===== src/rtl/sd_spi_reader.sv =====
// sd_spi_reader
//
// SPI mode-0 byte reader for an SD card. It clocks one byte in from the card
// on miso while holding mosi high (0xFF filler). In response mode it keeps
// reading bytes until it sees one whose MSB is 0 (an R1 response), or until
// POLL_LIMIT bytes have been read without one.
//
// Handshake (four-phase start/finish):
//   The sequencer raises start and holds it. The block accepts start in IDLE,
//   which clears finish and timeout. When the transfer ends, finish rises and
//   data/timeout become valid. The sequencer then drops start. The block goes
//   back to IDLE only after it has seen start low, so a start level that is
//   still held cannot launch a second transfer. finish stays high until the
//   next start is accepted.
//
// Ports:
//   clk        system clock, rising edge
//   rst        synchronous active-high reset
//   start      transfer request level
//   finish     transfer complete; data and timeout are valid while high
//   wait_resp  0: read one byte, 1: poll for an R1 byte (latched on accept)
//   sclk       SPI clock, idles low, registered
//   mosi       always 1, registered
//   miso       card data, MSB first, sampled on the edge that raises sclk
//   data       last byte received, updated only when finish rises
//   timeout    polling ran out of bytes without seeing MSB==0
//   state_dbg  current FSM state encoding, for observation only
module sd_spi_reader #(
    parameter int CLK_DIV    = 4,
    parameter int POLL_LIMIT = 8,
    parameter int POLL_WIDTH = 4
) (
    input  logic       clk,
    input  logic       rst,
    input  logic       start,
    output logic       finish,
    input  logic       wait_resp,
    output logic       sclk,
    output logic       mosi,
    input  logic       miso,
    output logic [7:0] data,
    output logic       timeout,
    output logic [2:0] state_dbg
);

    localparam int DIV_W = (CLK_DIV > 1) ? $clog2(CLK_DIV) : 1;
    localparam logic [DIV_W-1:0]      DIV_LAST  = DIV_W'(CLK_DIV - 1);
    localparam logic [POLL_WIDTH-1:0] POLL_LAST = POLL_WIDTH'(POLL_LIMIT - 1);

    typedef enum logic [2:0] {
        ST_IDLE  = 3'd0,
        ST_LOW   = 3'd1,
        ST_HIGH  = 3'd2,
        ST_CHECK = 3'd3,
        ST_DONE  = 3'd4
    } state_t;

    state_t                state_q;
    logic [DIV_W-1:0]      div_q;
    logic [2:0]            bit_q;
    logic [POLL_WIDTH-1:0] poll_q;
    logic [7:0]            shift_q;
    logic [7:0]            data_q;
    logic                  wait_q;
    logic                  sclk_q;
    logic                  mosi_q;
    logic                  finish_q;
    logic                  timeout_q;

    always_ff @(posedge clk) begin
        if (rst) begin
            state_q   <= ST_IDLE;
            div_q     <= '0;
            bit_q     <= '0;
            poll_q    <= '0;
            shift_q   <= '0;
            data_q    <= 8'h00;
            wait_q    <= 1'b0;
            sclk_q    <= 1'b0;
            mosi_q    <= 1'b1;
            finish_q  <= 1'b0;
            timeout_q <= 1'b0;
        end else begin
            mosi_q <= 1'b1;
            case (state_q)
                ST_IDLE: begin
                    sclk_q <= 1'b0;
                    div_q  <= '0;
                    bit_q  <= '0;
                    poll_q <= '0;
                    if (start) begin
                        finish_q  <= 1'b0;
                        timeout_q <= 1'b0;
                        wait_q    <= wait_resp;
                        state_q   <= ST_LOW;
                    end
                end

                ST_LOW: begin
                    if (div_q == DIV_LAST) begin
                        // Rising sclk edge: the card has had the whole low
                        // phase to settle miso, so sample it here.
                        div_q   <= '0;
                        sclk_q  <= 1'b1;
                        shift_q <= {shift_q[6:0], miso};
                        state_q <= ST_HIGH;
                    end else begin
                        div_q <= div_q + 1'b1;
                    end
                end

                ST_HIGH: begin
                    if (div_q == DIV_LAST) begin
                        div_q  <= '0;
                        sclk_q <= 1'b0;
                        if (bit_q == 3'd7) begin
                            state_q <= ST_CHECK;
                        end else begin
                            bit_q   <= bit_q + 3'd1;
                            state_q <= ST_LOW;
                        end
                    end else begin
                        div_q <= div_q + 1'b1;
                    end
                end

                ST_CHECK: begin
                    sclk_q <= 1'b0;
                    if (!wait_q || !shift_q[7]) begin
                        data_q   <= shift_q;
                        finish_q <= 1'b1;
                        state_q  <= ST_DONE;
                    end else if (poll_q == POLL_LAST) begin
                        data_q    <= shift_q;
                        timeout_q <= 1'b1;
                        finish_q  <= 1'b1;
                        state_q   <= ST_DONE;
                    end else begin
                        // Card still busy (MSB set): clock another byte.
                        poll_q  <= poll_q + 1'b1;
                        bit_q   <= '0;
                        state_q <= ST_LOW;
                    end
                end

                ST_DONE: begin
                    sclk_q <= 1'b0;
                    if (!start) begin
                        state_q <= ST_IDLE;
                    end
                end

                default: begin
                    sclk_q  <= 1'b0;
                    state_q <= ST_IDLE;
                end
            endcase
        end
    end

    assign sclk      = sclk_q;
    assign mosi      = mosi_q;
    assign finish    = finish_q;
    assign timeout   = timeout_q;
    assign data      = data_q;
    assign state_dbg = state_q;

endmodule

===== config.mk =====
export PLATFORM = sky130hd
export DESIGN_NAME = sd_spi_reader
export DESIGN_NICKNAME = d
export VERILOG_FILES = /design/src/rtl/sd_spi_reader.sv
export SDC_FILE = /design/constraint.sdc
export NUM_CORES = 1
export LEC_CHECK = 0
export BUFFER_PORTS_ARGS = -buffer_cell sky130_fd_sc_hd__buf_2
export CAP_MARGIN = 20
export CORE_MARGIN = 5
export CORE_UTILIZATION = 25
export CTS_CLUSTER_SIZE = 10
export DETAILED_ROUTE_END_ITERATION = 16
export SLEW_MARGIN = 30
export SYNTH_ARGS = -nofsm -noshare
export SYNTH_HDL_FRONTEND = slang
export SYNTH_SLANG_ARGS = --single-unit

===== constraint.sdc =====
create_clock -name clk -period 2.7 [get_ports clk]
set_input_delay 0.54 -clock clk [delete_from_list [all_inputs] [get_ports clk]]
set_output_delay 0.54 -clock clk [all_outputs]
set_load 0.02 [all_outputs]

==> results.cfg, run 1 <==
[outcome]
status = completed

[logic_synthesis]
syn_inst = 144
yosysSeqAreaShare = 0.459
yosys_warnings = 0
syn_area_sq_um = 1400
syn_area_per_cell_sq_um = 9.69
synth_cell_types = 37
ys_seq_elements = 32
synth_nets = 153

[setup_path]
cp_slowest_stage_delay_ns = 0.60
r2r-start = poll_q[0]
cp_top_family = flip-flops
reg2regPathDepth = 6
cp-start-kind = register
end_kind = output pin
worst_ep_required_time_ns = 2.16
crit_chain = buf_2
reg2reg_to = data[4]
cp_max_fo = 14
cp_slowest_cell = dfxtp_1
critPathKind = register to output pin
cp.buffers_inverters = 1
arrival_ns = 1.14
reg2reg_slack_ns = 1.13

[die]
coreArea_sq_um = 5470
die_h_um = 84.7
die_area_sq_um = 7170
pin_count = 20
rows = 27
start_util = 0.255
die_w_um = 84.7

[clocking]
cts.htree.levels = 2
cts-resized-gates = 0
holdBufCountCts = 0
cts_buffer_depth = 2
worstSkewPairLatency_ns = 0.29
clkSinkCount = 32
clk_pin_slew_worst_paths_ns = 0.07
post_cts_buffers = 0
cts_tree = built
cts-root-buf = clkbuf_8
numCtsBuffers = 5

[sta]
hold_violations = 0
rsz0062_at_grt = false
tns_ns = 0
setup_viol = 0
period_needed_ns = 1.68
fin_worst_skew_ns = 0.00592
fin_crit_sh = 0.623
whs_ns = 0.459
fmax_ghz = 0.594
slew_viol_final = 0

[power]
ir_drop_uv = 318
power.leakage_nw = 0.682
power_density_nw_per_um2 = 589
total_power_mw = 0.963

[routing]
via_count = 1047
drt_iter0_drc = 20
antenna_left = 0
drt-total-wl_um = 2770
viasPerCell = 4.46
remaining_drc_errors = 0
wl_per_cell_um = 11.8
dr.pass1.iters = 4

[run]
cap_violations = 0

[hold_path]
min_to = data[7]
min_from = data[7]
timing.hold.worst_path_depth = 2
hold_class = register to register

[cells_and_area]
area_growth_pct = 17.3
fillCellCount = 607
fin_cells = 235
final_common_cell = dfxtp_1
nNetsFinal = 171
n_antenna_cell = 0
seq_area_sq_um = 641
multi_input_area_sq_um = 674
final_cell_mix = dfxtp_1 (32), nor2_1 (24), buf_2 (18)
drive_above_1_share = 0.221

[global_routing]
grt_busiest_layer = met2
grt_max_degree = 19
grt_pass1_wl_um = 4730
grt_use_met1 = 0.101
track_usage = 0.0840
antenna_found_initial = 0
gr-total-overflow = 0
first_global_vias = 1015
use_met3 = 0.0334
use_met2 = 0.122

[placement]
io_buffers = 18
place_congestion = 0.685
hpwl_um = 1990
dp_cells = 227
[cells in the mapped netlist]
library cell  instances  share of area
a211oi_1              4          0.022
a21oi_1               5          0.018
a22o_1                2          0.013
a22oi_1               2          0.011
a31oi_1               1         0.0045
and3b_1               2          0.013
and4_1                1         0.0063
buf_1                 2         0.0054
buf_2                 1         0.0036
buf_4                 4          0.022
buf_6                 2          0.016
clkbuf_1              1         0.0027
conb_1                1         0.0027
dfxtp_1              32           0.46
ha_1                  4          0.036
inv_1                 3         0.0081
mux2_2                1         0.0081
mux2i_1              15           0.11
nand2_1               8          0.022
nand2b_1              3          0.013
nand3_1               5          0.018
nand3b_1              3          0.016
nand4_1               1         0.0045
nor2_1               24          0.065
nor2b_1               1         0.0045
nor3_1                1         0.0036
nor4_1                1         0.0045
nor4_2                1         0.0090
nor4b_2               2          0.022
o21ai_0               2         0.0072
o21ai_1               2         0.0072
o21bai_1              1         0.0054
o221a_2               1         0.0081
o31ai_2               1         0.0090
or2_2                 1         0.0045
or3_4                 1         0.0081
xnor2_1               2          0.013
[how the worst max path moves through the flow]
stage                             from            to  slack (ns)  cells after the start
final                     state_dbg[1]  state_dbg[1]        1.02                      1
after global routing      state_dbg[1]  state_dbg[1]        0.95                      1
after CTS                 state_dbg[1]  state_dbg[1]        1.02                      1
after detailed placement      div_q[0]    shift_q[5]        1.14                      6
after global placement    state_dbg[1]     poll_q[0]        1.16                      4
after floorplan              poll_q[0]     poll_q[0]        1.22                      6
[registers in the layout, indices dropped and copies added (netlist names)]
register / flops
state_dbg: 3
wait_q: 1
poll_q: 4
bit_q: 3
timeout: 1
shift_q: 8
div_q: 2
sclk: 1
finish: 1
data: 8
[cells by family (layout without fill, tap and decap cells)]
family	Yosys count	in the layout	share of synthesized area
AND/OR/NAND/NOR	55	55	0.213
flip-flops	32	32	0.459
AO/OA/AOI/OAI	21	21	0.104
multiplexers	16	16	0.116
buffers and inverters	13	32	0.0574
adder cells (fa/ha/maj)	4	4	0.0359
XOR/XNOR	2	2	0.0126
other	1	1	0.00269
[routing by layer]
metal	vias to the layer above	part of all wire
li1	536	-
met1	486	0.49
met2	18	0.43
met3	7	0.051
met4	0	0.029
met5	-	0
[report_power, final]
part / total, mW / leakage, nW / switching [mW] / internal, mW
sequential: 0.480 / 0.258 / 0.00507 / 0.475
combinational: 0.0318 / 0.369 / 0.0203 / 0.0115
clock: 0.451 / 0.0552 / 0.178 / 0.274
[through the flow]
step	utilization	area, sq um	worst slack (ns)
2_1_floorplan	-	1400	1.22
3_3_place_gp	0.279	1530	1.16
3_5_place_dp	0.279	1530	1.14
4_1_cts	0.299	1640	1.02
5_1_grt	0.299	1640	0.948
6_report	0.299	1640	1.02
[cell type report]
type,instances,area share
multi-input combinational,99,0.412
sequential,32,0.391
timing repair buffer,21,0.0688
tap,72,0.0550
clock inverter,2,0.0214
inverter,3,0.00688
clock buffer,6,0.0443
Power figures use the tool's default switching activity.
==> inputs of run 2 (changes only) <==
ABC_AREA = 1   (was default)
clock period = 1.5 ns   (was 2.7 ns; I/O delays follow)
==> results.cfg, run 2 <==
[logic_synthesis]
ys_seq_elements = 32
synth_cell_types = 19
syn_inst = 206
synth_edf_count = 0
syn_area_sq_um = 1420
yosys_warnings = 0
ys.flop_type = dfxtp_1
synth_area_leaders = dfxtp_1 (45%), nor2_1 (13%), nand2_1 (10%)
yosysTopAreaCellShare = 0.450
yosys.cell_count.top_type = nor2_1
ys_async_sr_fraction = 0
syn_area_per_cell_sq_um = 6.91
synth_area_leader_cell = dfxtp_1
synth_nets = 215
synthTopCellsByCount = nor2_1 (48), nand2_1 (39), dfxtp_1 (32)
yosysSeqAreaShare = 0.450

[setup_path]
arrival_ns = 1.57
crit_chain = ha_2 > nand3_2 > nand2_2 > nand2_4 > buf_4 > nand2_1 > nor2_1 > nor2_1 > nor2_1
crit_top_cell = nor2_1
worst_ep_required_time_ns = 1.69
cp_slowest_cell = dfxtp_2
cp-start-kind = register
cp_slowest_stage_delay_ns = 0.35
cp_max_fo = 8
critPathKind = register to register
end_kind = register
reg2regPathDepth = 9

[power]
power.leakage_nw = 0.871
power_density_nw_per_um2 = 1630
ir_drop_uv = 478

[global_routing]
use_met2 = 0.133
antenna_found_initial = 0
grt_pass1_wl_um = 5120
track_usage = 0.0908
grt_busiest_layer = met2
use_met3 = 0.0350
grt_use_met1 = 0.108
grt_max_degree = 20
gr-total-overflow = 0
first_global_vias = 1155

[routing]
dr.pass1.iters = 4
via_count = 1286
drt-total-wl_um = 3180
wl_per_cell_um = 10.4
remaining_drc_errors = 0
drt_iter0_drc = 44
viasPerCell = 4.20
antenna_left = 0

[hold_path]
hold_class = input port to register
timing.hold.worst_path_depth = 3

[sta]
setup_viol = 0
whs_ns = 0.243
fmax_ghz = 0.724
period_needed_ns = 1.38
fin_worst_skew_ns = 0.00494
tns_ns = 0
slew_viol_final = 0
rsz0062_at_grt = false
hold_violations = 0
fin_crit_sh = 0.920

[cells_and_area]
n_antenna_cell = 0
drive_above_1_share = 0.201
fin_cells = 306
area_growth_pct = 25.1
final_cell_mix = nor2_1 (48), nand2_1 (38), dfxtp_1 (30)
design_area_sq_um = 1780
final_common_cell = nor2_1
nNetsFinal = 242

[clocking]
cts.htree.levels = 2
clk_pin_slew_worst_paths_ns = 0.07
clkSinkCount = 32
cts_tree = built
worstSkewPairLatency_ns = 0.29
cts-root-buf = clkbuf_8
holdBufCountCts = 0
cts_buffer_depth = 2
numCtsBuffers = 5

[die]
die_area_sq_um = 7310
start_util = 0.259
die_h_um = 85.5
rows = 27
die_w_um = 85.5
pin_count = 20
coreArea_sq_um = 5510

[placement]
hpwl_um = 2230
io_buffers = 18
post_dp_cell_area_sq_um = 1610
place_congestion = 0.787
dp_cells = 294

[run]
cap_violations = 0

[outcome]
status = completed
run 2: layer usage:
| layer | vias to the layer above | part of all wire | routed length [um] |
|---|---|---|---|
| met3 | 5 | 0.039 | 125 |
| met5 | - | 0 | 0 |
| met1 | 562 | 0.49 | 1550 |
| li1 | 699 | - | - |
| met2 | 20 | 0.45 | 1420 |
| met4 | 0 | 0.026 | 81 |
run 2: kinds of logic (layout without fill, tap and decap cells):
logic type,Yosys count,after routing,share of synthesized area
AOI/OAI and AO/OA,32,32,0.115
other,1,1,0.00263
DFF,32,32,0.450
and+or+nand+nor,104,105,0.306
buffers and inverters,33,60,0.0914
adders and majority gates,4,4,0.0352
run 2: worst max-delay path: cells and delay by family, from the launching register on:
family	cells	cell delay [ns]
buffers and inverters	1	0.15
AND/OR/NAND/NOR	7	0.58
flip-flops	1	0.35
adder cells (fa/ha/maj)	1	0.20
run 2: power breakdown:
group          switching (mW)  leakage [nW]  internal (mW)
combinational           0.609         0.546          0.313
clock                   0.324        0.0645          0.586
sequential             0.0905         0.260          0.980
run 2: final timing paths:
check                           startpoint           end  slack (ns)
worst max-delay path             poll_q[0]  state_dbg[0]        0.12
worst min-delay path                  miso    shift_q[0]        0.24
worst max register to register   poll_q[0]  state_dbg[0]        0.12
worst min register to register   poll_q[0]     poll_q[0]        0.45
run 2: what timing repair did:
item / 4_1_cts / 5_1_grt
resized for setup: 0 / 5
buffers inserted: 0 / 3
setup endpoints to repair: 0 / 14
run 2: area by class of cell:
cell class,count,area [sq um]
clock buffer,7,96.3
clock inverter,1,30.0
fill,594,3720
inverter,28,105
multi-input combinational,142,669
sequential,32,643
tap,72,90.1
timing repair buffer,24,148
run 2: through the flow:
stage / power, mW / setup WS [ns] / util
floorplan: 1.77 / 0.200 / -
global placement: 1.98 / 0.0990 / 0.293
detailed placement: 2.00 / 0.0762 / 0.293
CTS: 2.92 / 0.0629 / 0.316
global route: 3.14 / 0.00445 / 0.324
finish: 2.90 / 0.120 / 0.324
==> inputs of run 3 (changes only) <==
ABC_AREA = default   (was 1)
CORE_ASPECT_RATIO = 1.75   (was default)
CORE_UTILIZATION = 35   (was 25)
==> results.cfg, run 3 (same netlist as run 1, synthesis figures left out) <==
[outcome]
status = completed

[power]
p_int_mw = 1.20
ir_drop_uv = 688
power_density_nw_per_um2 = 882
total_power_mw = 1.52
power.leakage_nw = 0.732
power.switching_mw = 0.322
netSwitchingFraction = 0.212
power_frac_seq = 0.568
clkPwrFrac = 0.388
comb_power_share = 0.044

[routing]
antenna_left = 0
remaining_drc_errors = 0
viasPerCell = 4.92
dr.pass1.iters = 3
drt_iter0_drc = 19
via_count = 1098
wl_per_cell_um = 12.4
drt-total-wl_um = 2770

[placement]
dp_cells = 213
hpwl_um = 2110
place_congestion = 0.793
io_buffers = 18
dp_slack_ns = -0.0409
post_dp_cell_area_sq_um = 1570

[sta]
rsz0062_at_grt = true
hold_violations = 0
fin_crit_sh = 0.963
tns_ns = 0
whs_ns = 0.265
worst_slack_ns = 0.0553
fin_worst_skew_ns = 0.00166
slew_viol_final = 0
period_needed_ns = 1.44
setup_viol = 0
fmax_ghz = 0.692

[cells_and_area]
n_antenna_cell = 0
area_growth_pct = 23.5
fin_cells = 223
nNetsFinal = 184
drive_above_1_share = 0.337
fin_util = 0.446
final_common_cell = dfxtp_1
final_cell_mix = dfxtp_1 (26), nor2_1 (24), buf_2 (18)
design_area_sq_um = 1720

[run]
cap_violations = 0

[global_routing]
first_global_vias = 1119
grt_max_degree = 21
track_usage = 0.114
gr-total-overflow = 0
antenna_found_initial = 0
grt_pass1_wl_um = 4710

[clocking]
clkSinkCount = 32
holdBufCountCts = 0
cts_buffer_depth = 2
numCtsBuffers = 5
cts_tree = built
cts-root-buf = clkbuf_8
cts.htree.levels = 2
worstSkewPairLatency_ns = 0.27
clk_pin_slew_worst_paths_ns = 0.06

[setup_path]
cp_max_fo = 5
worst_ep_required_time_ns = 1.66
reg2regPathDepth = 5
r2r-start = poll_q[0]
reg2reg_slack_ns = 0.06
reg2reg_to = poll_q[0]
arrival_ns = 1.60
end_kind = register
critPathKind = register to register
cp-start-kind = register

[die]
pin_count = 20
die_area_sq_um = 5400
coreArea_sq_um = 3870
die_w_um = 57.7
die_h_um = 93.5
start_util = 0.361
rows = 30

[hold_path]
min_to = shift_q[0]
hold_class = input port to register
timing.hold.worst_path_depth = 3
min_from = miso
## run 3: cell types whose count changed in the layout (fill, tap and decap cells not counted), sizes merged, moves of 3 or more
cell / before / now
nand2: 41 / 8
inv: 28 / 3
nor2: 49 / 24
o21ai: 22 / 4
mux2i: 0 / 15
buf: 24 / 34
a21oi: 10 / 5
nand3: 10 / 5
a211oi: 0 / 4
nand4: 5 / 1
nand2b: 0 / 3
nand3b: 0 / 3
## run 3: worst max-delay path by stage
stage / slack, ns / to / startpoint
2_1_floorplan: 0.02 / poll_q[0] / poll_q[0]
3_3_place_gp: 0.03 / data[3] / poll_q[0]
3_5_place_dp: -0.04 / poll_q[2] / poll_q[0]
4_1_cts: -0.02 / poll_q[2] / poll_q[0]
5_1_grt: -0.002 / bit_q[0] / poll_q[1]
6_report: 0.06 / poll_q[0] / poll_q[0]
## run 3: routing by layer
metal | global-route usage | part of all wire | up-vias
li1 | - | - | 563
met4 | 0.0638 | 0.022 | 0
met2 | 0.217 | 0.58 | 13
met5 | 0 | 0 | -
met1 | 0.101 | 0.36 | 518
met3 | 0.0345 | 0.034 | 4
## run 3: final cells by class
class,instances,area [sq um]
Fill cell,375,2140
Multi-Input combinational cell,99,708
Sequential cell,32,648
Timing Repair Buffer,34,218
Clock buffer,6,72.6
Tap cell,48,60.1
Inverter,3,11.3
Clock inverter,1,5.00
## run 3: critical path, stage by stage, from the launching register on
cell and delay [ns]:
dfxtp_2 0.32, ha_2 0.18, and3b_2 0.24, or3_4 0.42
nand3_1 0.11, o31ai_2 0.06
## run 3: repair_timing
item                                    CTS  global route
endpoints found under the setup margin    7            20
pin swaps                                 0             7
buffers inserted                          0             3
resized for setup                         1            15
## run 3: power by group through the flow
stage	sequential (mW)	clock (mW)	combinational, mW
floorplan	0.881	0	0.0451
global placement	0.881	0	0.0633
finish	0.864	0.590	0.0664
global route	0.864	0.665	0.0740
CTS	0.862	0.616	0.0652
detailed placement	0.881	0	0.0651
